[src/rtl/seg_pkg.sv]
// Shared definitions for the seven-segment scan / UART bridge: Tx FSM states and
// the active-low hex-to-segment table.
`default_nettype none

package seg_pkg;

  typedef enum logic [2:0] {
    S_IDLE      = 3'd0,
    S_WAIT_RDY  = 3'd1,
    S_WRITE     = 3'd2,
    S_WAIT_BUSY = 3'd3,
    S_WAIT_DONE = 3'd4
  } tx_state_e;

  // {a,b,c,d,e,f,g}, active-low; entry 15 is listed first
  localparam logic [15:0][6:0] SEG_LUT = {
    7'h38, 7'h30, 7'h42, 7'h31, 7'h60, 7'h08, 7'h04, 7'h00,
    7'h0F, 7'h20, 7'h24, 7'h4C, 7'h06, 7'h12, 7'h4F, 7'h01
  };

  function automatic logic [6:0] hex2seg(input logic [3:0] nib);
    return SEG_LUT[nib];
  endfunction

endpackage

`default_nettype wire

[src/rtl/seg_scan_uart_bridge_if.sv]
// Bundle of UART byte, send-request and display-pin signals around the bridge.
`default_nettype none

interface seg_scan_uart_bridge_if #(
  parameter int NUM_DIGITS = 4,
  parameter int ERR_W      = 4
);
  logic                  rx_valid;
  logic [7:0]            rx_data;
  logic                  rx_ferror;
  logic                  rx_perror;
  logic                  send;
  logic                  tx_busy;
  logic                  tx_wr;
  logic [7:0]            tx_data;
  logic                  sending;
  logic [NUM_DIGITS-1:0] an;
  logic [6:0]            seg;
  logic                  dp;
  logic [ERR_W-1:0]      err_count;

  modport slave (
    input  rx_valid, rx_data, rx_ferror, rx_perror, send, tx_busy,
    output tx_wr, tx_data, sending, an, seg, dp, err_count
  );

  modport master (
    output rx_valid, rx_data, rx_ferror, rx_perror, send, tx_busy,
    input  tx_wr, tx_data, sending, an, seg, dp, err_count
  );
endinterface

`default_nettype wire

[src/rtl/seg_scan_timer.sv]
// Digit scan timebase: slot counter, digit index and anti-ghost blank window.
`default_nettype none

module seg_scan_timer #(
  parameter int NUM_DIGITS   = 4,
  parameter int SLOT_CYCLES  = 16384,
  parameter int BLANK_CYCLES = 1024,
  parameter int IDX_W        = $clog2(NUM_DIGITS)
) (
  input  logic             clk,
  input  logic             reset,
  output logic [IDX_W-1:0] digit_o,
  output logic             active_o
);
  localparam int CNT_W = $clog2(SLOT_CYCLES);

  logic [CNT_W-1:0] cnt_q, cnt_d;
  logic [IDX_W-1:0] digit_q, digit_d;

  always_comb begin
    cnt_d   = cnt_q + CNT_W'(1);
    digit_d = digit_q;
    if (cnt_q == CNT_W'(SLOT_CYCLES - 1)) begin
      cnt_d   = '0;
      digit_d = (digit_q == IDX_W'(NUM_DIGITS - 1)) ? '0 : digit_q + IDX_W'(1);
    end
  end

  always_ff @(posedge clk or posedge reset) begin
    if (reset) begin
      cnt_q   <= '0;
      digit_q <= '0;
    end else begin
      cnt_q   <= cnt_d;
      digit_q <= digit_d;
    end
  end

  assign digit_o  = digit_q;
  assign active_o = (cnt_q >= CNT_W'(BLANK_CYCLES));

endmodule

`default_nettype wire

[src/rtl/seg_scan_uart_bridge.sv]
// Hex display buffer fed by UART Rx, scanned onto N seven-segment digits, with a
// send request that replays a snapshot of the buffer over UART Tx, MSB first.
`default_nettype none

module seg_scan_uart_bridge
  import seg_pkg::*;
#(
  parameter int NUM_DIGITS   = 4,
  parameter int SLOT_CYCLES  = 16384,
  parameter int BLANK_CYCLES = 1024,
  parameter int ERR_W        = 4
) (
  input  logic                   clk,
  input  logic                   reset,
  seg_scan_uart_bridge_if.slave  bus
);
  localparam int BUF_W  = 4 * NUM_DIGITS;
  localparam int NBYTES = NUM_DIGITS / 2;
  localparam int BYTE_W = (NBYTES > 1) ? $clog2(NBYTES) : 1;
  localparam int IDX_W  = $clog2(NUM_DIGITS);

  logic [IDX_W-1:0] digit_w;
  logic             active_w;

  seg_scan_timer #(
    .NUM_DIGITS  (NUM_DIGITS),
    .SLOT_CYCLES (SLOT_CYCLES),
    .BLANK_CYCLES(BLANK_CYCLES),
    .IDX_W       (IDX_W)
  ) u_timer (
    .clk     (clk),
    .reset   (reset),
    .digit_o (digit_w),
    .active_o(active_w)
  );

  tx_state_e             state_q, state_d;
  logic [BUF_W-1:0]      buf_q, buf_d;
  logic [BUF_W-1:0]      snap_q, snap_d;
  logic [BYTE_W-1:0]     byte_q, byte_d;
  logic [ERR_W-1:0]      err_q, err_d;
  logic                  tx_wr_q, tx_wr_d;
  logic [7:0]            tx_data_q, tx_data_d;
  logic                  sending_q, sending_d;
  logic [NUM_DIGITS-1:0] an_q, an_d;
  logic [6:0]            seg_q, seg_d;
  logic                  dp_q, dp_d;

  always_comb begin
    buf_d     = buf_q;
    err_d     = err_q;
    state_d   = state_q;
    snap_d    = snap_q;
    byte_d    = byte_q;
    tx_data_d = tx_data_q;

    if (bus.rx_valid) begin
      if (bus.rx_ferror || bus.rx_perror) begin
        if (err_q != '1) err_d = err_q + ERR_W'(1);
      end else begin
        buf_d = BUF_W'({buf_q, bus.rx_data});
      end
    end

    // Snapshot is a shift register: the byte due next always sits at the top.
    case (state_q)
      S_IDLE: begin
        if (bus.send) begin
          snap_d  = buf_q;
          byte_d  = '0;
          state_d = S_WAIT_RDY;
        end
      end
      S_WAIT_RDY: begin
        if (!bus.tx_busy) state_d = S_WRITE;
      end
      S_WRITE: begin
        snap_d  = snap_q << 8;
        state_d = S_WAIT_BUSY;
      end
      S_WAIT_BUSY: begin
        if (bus.tx_busy) state_d = S_WAIT_DONE;
      end
      S_WAIT_DONE: begin
        if (!bus.tx_busy) begin
          if (byte_q == BYTE_W'(NBYTES - 1)) begin
            state_d = S_IDLE;
          end else begin
            byte_d  = byte_q + BYTE_W'(1);
            state_d = S_WAIT_RDY;
          end
        end
      end
      default: state_d = S_IDLE;
    endcase

    tx_wr_d   = (state_d == S_WRITE);
    sending_d = (state_d != S_IDLE);
    if (state_d == S_WRITE) tx_data_d = snap_q[BUF_W-1 -: 8];

    an_d = '1;
    if (active_w) an_d[digit_w] = 1'b0;
    seg_d = hex2seg(buf_q[{digit_w, 2'b00} +: 4]);
    dp_d  = !(active_w && (digit_w == '0) && (err_q != '0));
  end

  always_ff @(posedge clk or posedge reset) begin
    if (reset) begin
      state_q   <= S_IDLE;
      buf_q     <= '0;
      snap_q    <= '0;
      byte_q    <= '0;
      err_q     <= '0;
      tx_wr_q   <= 1'b0;
      tx_data_q <= '0;
      sending_q <= 1'b0;
      an_q      <= '1;
      seg_q     <= 7'h7F;
      dp_q      <= 1'b1;
    end else begin
      state_q   <= state_d;
      buf_q     <= buf_d;
      snap_q    <= snap_d;
      byte_q    <= byte_d;
      err_q     <= err_d;
      tx_wr_q   <= tx_wr_d;
      tx_data_q <= tx_data_d;
      sending_q <= sending_d;
      an_q      <= an_d;
      seg_q     <= seg_d;
      dp_q      <= dp_d;
    end
  end

  assign bus.tx_wr     = tx_wr_q;
  assign bus.tx_data   = tx_data_q;
  assign bus.sending   = sending_q;
  assign bus.an        = an_q;
  assign bus.seg       = seg_q;
  assign bus.dp        = dp_q;
  assign bus.err_count = err_q;

endmodule

`default_nettype wire

[src/flat_wrapper.sv]
// flat-port wrapper written by rule: the top's interface ports become plain ports
module seg_scan_uart_bridge_flat import seg_pkg::*;
#(
  parameter int NUM_DIGITS   = 4,
  parameter int SLOT_CYCLES  = 16384,
  parameter int BLANK_CYCLES = 1024,
  parameter int ERR_W        = 4
)
  (clk, reset, bus_rx_valid, bus_rx_data, bus_rx_ferror, bus_rx_perror, bus_send, bus_tx_busy, bus_tx_wr, bus_tx_data, bus_sending, bus_an, bus_seg, bus_dp, bus_err_count);
  seg_scan_uart_bridge_if #(.NUM_DIGITS(NUM_DIGITS), .ERR_W(ERR_W)) bus_i ();
  input  logic clk;
  input  logic reset;
  input wire logic [$bits(bus_i.rx_valid)-1:0] bus_rx_valid;
  input wire logic [$bits(bus_i.rx_data)-1:0] bus_rx_data;
  input wire logic [$bits(bus_i.rx_ferror)-1:0] bus_rx_ferror;
  input wire logic [$bits(bus_i.rx_perror)-1:0] bus_rx_perror;
  input wire logic [$bits(bus_i.send)-1:0] bus_send;
  input wire logic [$bits(bus_i.tx_busy)-1:0] bus_tx_busy;
  output wire logic [$bits(bus_i.tx_wr)-1:0] bus_tx_wr;
  output wire logic [$bits(bus_i.tx_data)-1:0] bus_tx_data;
  output wire logic [$bits(bus_i.sending)-1:0] bus_sending;
  output wire logic [$bits(bus_i.an)-1:0] bus_an;
  output wire logic [$bits(bus_i.seg)-1:0] bus_seg;
  output wire logic [$bits(bus_i.dp)-1:0] bus_dp;
  output wire logic [$bits(bus_i.err_count)-1:0] bus_err_count;
  assign bus_i.rx_valid = bus_rx_valid;
  assign bus_i.rx_data = bus_rx_data;
  assign bus_i.rx_ferror = bus_rx_ferror;
  assign bus_i.rx_perror = bus_rx_perror;
  assign bus_i.send = bus_send;
  assign bus_i.tx_busy = bus_tx_busy;
  assign bus_tx_wr = bus_i.tx_wr;
  assign bus_tx_data = bus_i.tx_data;
  assign bus_sending = bus_i.sending;
  assign bus_an = bus_i.an;
  assign bus_seg = bus_i.seg;
  assign bus_dp = bus_i.dp;
  assign bus_err_count = bus_i.err_count;
  seg_scan_uart_bridge #(.NUM_DIGITS(NUM_DIGITS), .SLOT_CYCLES(SLOT_CYCLES), .BLANK_CYCLES(BLANK_CYCLES), .ERR_W(ERR_W)) u_core (.clk(clk), .reset(reset), .bus(bus_i));
endmodule
[config.mk]
export PLATFORM = sky130hd
export DESIGN_NAME = seg_scan_uart_bridge_flat
export DESIGN_NICKNAME = d
export VERILOG_FILES = /design/src/rtl/seg_pkg.sv /design/src/rtl/seg_scan_uart_bridge_if.sv /design/src/rtl/seg_scan_timer.sv /design/src/rtl/seg_scan_uart_bridge.sv /design/src/flat_wrapper.sv
export SDC_FILE = /design/constraint.sdc
export NUM_CORES = 1
export LEC_CHECK = 0
export BUFFER_PORTS_ARGS = -buffer_cell sky130_fd_sc_hd__buf_2
export CAP_MARGIN = 20
export CORE_MARGIN = 4
export CORE_UTILIZATION = 50
export CTS_CLUSTER_SIZE = 28
export DETAILED_ROUTE_END_ITERATION = 12
export PLACE_DENSITY_LB_ADDON = 0.12
export SYNTH_ARGS = -nofsm -noshare
export SYNTH_HDL_FRONTEND = slang
export SYNTH_HIERARCHICAL = 1
export SYNTH_SLANG_ARGS = --single-unit
[constraint.sdc]
create_clock -name clk -period 4.22 [get_ports clk]
set_input_delay 0.211 -clock clk [delete_from_list [all_inputs] [get_ports clk]]
set_output_delay 0.211 -clock clk [all_outputs]
set_load 0.005 [all_outputs]
Word-level counts from Yosys, hierarchy flattened
Memories as Yosys holds them, arrays and structs flattened. A register that Yosys moved wholly into a read port is not among the register bits.
Cells that the tools add are included.

storage, ports and cells
  register bits after elaboration = 71
  bits in read-only memories = 112
  bits of input ports = 15
  output and inout port bits = 26
  logic and storage cells = 65
  memories = 1

cells by class
  $add $sub $neg = 4
  magnitude comparators = 3
  equality and inequality tests = 10
  shift-type cells = 1
  muxes and demuxes = 17
  bitwise operators = 2
  reduce and logical (&&, ||, !) cells = 15

memory list
  name             depth  width  read ports  clocked after Yosys merged registers in  wr ports  line           RTL
  (no name shown)  16     7      1           1                                        0         seg_pkg.sv:22  return SEG_LUT[nib];

operators with widths
  operator               number
  $pmux 16 s2            1
  $mux 16                1
  $shiftx 16x5->4        1
  $pmux 3 s5             1
  $add 14x1->14 const B  1
  $eq 14x14->1 const B   1
  $ge 14x11->1 const B   1
  $mux 14                1
  $mux 3                 4
  $eq 3x2->1 const B     3
  $reduce_and 3->1       2
  $mux 1                 5
  $add 4x1->4 const B    1
  $mux 4                 1
  $ne 2x2->1 const B     2
  $ne 4x4->1 const B     1
  $not 4->4              1
  $reduce_and 2->1       2
  $reduce_bool 2->1      2
  $reduce_bool 4->1      1
  $eq 3x1->1 const B     1
  $eq 3x3->1 const B     1
  $logic_and 1x1->1      3
  $logic_not 3->1        1
  13 further kinds       13

Longest topological paths before layout
  depth after elaboration = 6
  mapped depth = 7
  depth with buffers taken out = 6

By module
Netlist, hierarchy kept.

by module, submodules not included
  module                instances  cells each  area an instance (um^2)  sequential area each (um^2)
  seg_scan_uart_bridge  1          225         2869.0                   1566.5
  seg_scan_timer        1          68          762.0                    400.4

Worst setup path after synthesis
OpenSTA, ideal clock, no wires.

  path kind = register -> register
  start = reg u_core.u_timer.digit_q[0], in the netlist u_core/u_timer/digit_o[0]
  end = reg u_core.seg_q[3], in the netlist u_core/bus.seg[3]
  library setup time = 0.075 ns
  data arrival time = 1.838 ns
  data required time = 4.145 ns
  setup slack = 2.307 ns
  stages on the path, launching flop included = 7
  path buffers = 1
  period minus slack after synthesis = 1.913 ns
  cells stage by stage = dfrtp_1 buf_6 mux4_2 inv_1 ha_1 mux2_1 mux2i_1

between the ends
  cells in the longest elaborated chain, start to end = 1

RTL lines
  what                    line                         RTL
  from (decl)             seg_scan_timer.sv:18         logic [IDX_W-1:0] digit_q, digit_d;
  from (signal assigned)  seg_scan_timer.sv:35         digit_q <= digit_d;
  $shiftx 16x5->4         seg_scan_uart_bridge.sv:103  seg_d = hex2seg(buf_q[{digit_w, 2'b00} +: 4]);
  to (decl)               seg_scan_uart_bridge.sv:46   logic [6:0] seg_q, seg_d;

Every way passes these cells.
A chain may end at the register's enable or synchronous reset.

Worst setup path in the final report
Same ends and word-level chain as after synthesis.

==> flow_summary.yaml <==
grt:
  grt_antenna_before_repair: 0
  grt_pass1_vias: 2208
  grt_pass1_wl_mm: 10.8
  grt_max_degree: 63
  overflow: 0
  grt_usage_pct: 16.0
sta:
  clock_skew_ps: 11.4
  post-route-period-util_pct: 50.4
  fin_ws_ps: 2090
  rsz0062_at_grt: "no"
  hold_viol: 0
  setup_tns_ps: 0
  fin_crit_ps: 2130
  hold_ws_ps: 94.1
  max_freq_ghz: 0.470
  slew_viol_final: 0
  worst_pin_slew_ps: 755
  timing.final.setup_violations: 0
  maxSlewHeadroom_pct: 49.6
setup_path:
  cp_max_fo: 11
  cp_slowest_cell: "mux4_2"
  cpPeakStageDelay_ps: 630
  cp_cell_sequence: "mux4_2 > inv_1 > ha_1 > inv_1 > mux2_1 > mux2i_1"
  path_class: "reg2reg"
  cp_data_arrival_time_ps: 2400
  cp-end-kind: "flop"
  cp_common_cell: "inv_1"
  worst-path-buf-inv: 2
  crit_required_ps: 4500
  cp-start-kind: "flop"
  path_delay_family: "multiplexers"
place:
  io_buffer_count: 40
  dp_hpwl_mm: 4.34
  post-place-ws_ps: 1970
  place.gp.congestion: 0.797
routing:
  vias: 2265
  postRouteAntennaNets: 0
  drc_errors: 0
  drt-total-wl_mm: 6.29
  first_iter_violations: 92
  route.detailed.wl_per_inst_um: 14.4
  firstDrtPassIters: 4
  vias_per_cell: 5.18
finish:
  nNetsFinal: 362
  diodes: 0
  area_delta_synth_final_pct: 13.3
  layout-drive-gt1-share_pct: 32.8
floorplanning:
  die_y_um: 93.2
  dieWidth_um: 93.2
  core_um2: 6910
  io_pins: 41
  core.rowCount: 30
  start_util_pct: 52.6
  die_area_um2: 8690
synth:
  syn-cell-area_um2: 3630
  async_flop_share_pct: 100
  synth_largest_area_cell: "dfrtp_1"
  synth-seq-area-share_pct: 54.2
  syn-num-nets: 319
  synth-warning-count: 6
  syn-instance-count: 293
  synth_top_area_share_pct: 45.5
  ys_types: 49
  ys.flop_type: "dfrtp_1"
  synth_edf_count: 0
  avgSynthCellArea_um2: 12.4
  synth.area.top_cells: "dfrtp_1 (45%), dfstp_2 (8.7%), mux2_2 (7.4%)"
  synth-seq-cells: 78
flow_run:
  cap_violations: 0
cts:
  insertion_delay_ps: 340
  h-tree-depth: 3
  root_buffer: "clkbuf_8"
  clk_pin_slew_ps: 80
  cts_setup_buffers: 0
  cts_buffer_depth: 2
  cts.sink_count: 78
  cts_buffers: 9
  cts_tree: "yes"
pwr:
  cellLeakagePower_nw: 1.95
  switchingPower_mw: 0.705
  max-vdd-ir-drop_v: 0.000190
  seq_power_share_pct: 48.8
  p_int_mw: 1.59
  clkPwrFrac_pct: 24.5
  swShare_pct: 30.7
  power_mw: 2.30
  pwr-share-comb_pct: 26.7
  cellPowerDensity_nw_per_um2: 558
outcome:
  status: "complete, no violations"
min_path:
  hp-class: "in2reg"
-- synth_stat cells (2+ instances only) --
cell type,n
buf_2,6
dfstp_2,12
inv_1,17
mux2_1,4
nor2b_1,2
nand2_1,22
dfrtp_1,66
o22ai_1,2
a22o_1,8
nor3b_1,2
xnor2_1,9
nand3_1,7
nand3b_1,4
a21oi_1,2
mux4_2,4
and3_1,2
o21ai_0,11
buf_6,3
nor3b_2,2
nor2_1,14
and4_1,2
o21ai_1,5
nand2b_1,3
or3b_2,2
a21o_1,10
nor4b_4,2
mux2i_1,4
ha_1,11
clkbuf_1,3
xor2_1,4
mux2_2,24
a31oi_1,2
nor3_1,5
mux2_4,2
-- worst register-to-register path, delay by kind of cell (launching register included) --
family	cells	cell delay (ps)
fa+ha+maj	1	210
mux	3	1040
flops	1	600
buf+inv	2	220
-- cells in the final DEF, fill, tap and decap left out, drive strengths merged, types with 2 or more instances in the layout --
master  instances
a211oi          2
a21o           10
a21oi           2
a22o            8
a31oi           2
and3            3
and4            3
buf            43
clkbuf         12
clkinv          3
dfrtp          66
dfstp          12
ha             11
inv            17
mux2           30
mux2i           4
mux4            4
nand2          22
nand2b          3
nand3           7
nand3b          4
nor2           14
nor2b           3
nor3            5
nor3b           5
nor4b           2
o21ai          16
o22ai           2
or3b            2
xnor2           9
xor2            4
-- per-layer routing --
metal	vias to the layer above	routed length (um)	GRT usage, %
met5	-	0	0
li1	1109	-	-
met2	59	2720	22.3
met3	16	223	3.06
met4	0	237	10.1
met1	1081	3120	22.8
-- flip-flops by register name, summed over array words and instances, names as in the netlist --
signal and flops:
u_core/buf_q 16, u_core/snap_q 16, u_core/u_timer/cnt_q 14, u_core/bus.tx_data 8
u_core/bus.seg 7, u_core/bus.an 4, u_core/bus.err_count 4, u_core/state_q 3
u_core/u_timer/digit_o 2, u_core/bus.dp 1, u_core/bus.sending 1, u_core/bus.tx_wr 1
u_core/byte_q 1
-- power by group through the flow --
| stage | registers [mW] | clock network [mW] | logic, mW |
|---|---|---|---|
| after floorplan | 1.08 | 0 | 0.480 |
| after global placement | 1.13 | 0 | 0.598 |
| after detailed placement | 1.14 | 0 | 0.616 |
| after CTS | 1.12 | 0.582 | 0.618 |
| after global routing | 1.15 | 0.611 | 0.698 |
| final | 1.12 | 0.561 | 0.613 |
-- logic make-up (layout without fill, tap and decap cells) --
family	count (synthesis)	count (layout)	share of synthesized area, %
AO/OA/AOI/OAI	47	47	8.89
buffers and inverters	29	77	3.82
flip-flops	78	78	54.2
multiplexers	38	38	13.1
XOR/XNOR	13	13	3.14
AND/OR/NAND/NOR	77	77	13.1
adder cells (fa/ha/maj)	11	11	3.79
-- worst paths after layout --
check | start | endpoint | slack, ps | cells after the start
max in group asynchronous | reset | u_core/bus.tx_data[4] | 3090 | 4
min in group asynchronous | reset | u_core/u_timer/cnt_q[8] | 500 | 3
hold reg to reg | u_core/snap_q[8] | u_core/snap_q[8] | 480 | 1
setup / recovery | u_core/u_timer/digit_o[0] | u_core/bus.seg[3] | 2090 | 6
setup reg to reg | u_core/u_timer/digit_o[0] | u_core/bus.seg[3] | 2090 | 6
hold / removal | bus_rx_data[4] | u_core/buf_q[4] | 90 | 2
-- final cells by class --
class / count / area (um^2)
Fill cell: 618 / 2790
Inverter: 17 / 63.8
Sequential cell: 78 / 1970
Timing Repair Buffer: 44 / 236
Tap cell: 96 / 120
Clock inverter: 4 / 45.0
Clock buffer: 12 / 155
Multi-Input combinational cell: 186 / 1530
-- what timing repair did --
item,in CTS,in global routing
hold endpoints to repair,16,0
hold buffers,1,0
resized for setup,0,0
-- stage by stage --
step / instances / instance area (um^2) / util [%]
floorplan: 293 / 3630 / -
global placement: 419 / 3890 / 56.3
detailed placement: 419 / 3890 / 56.3
CTS: 436 / 4100 / 59.4
global route: 437 / 4110 / 59.5
finish: 437 / 4110 / 59.5
No activity file was read; power rests on OpenSTA's default activity.
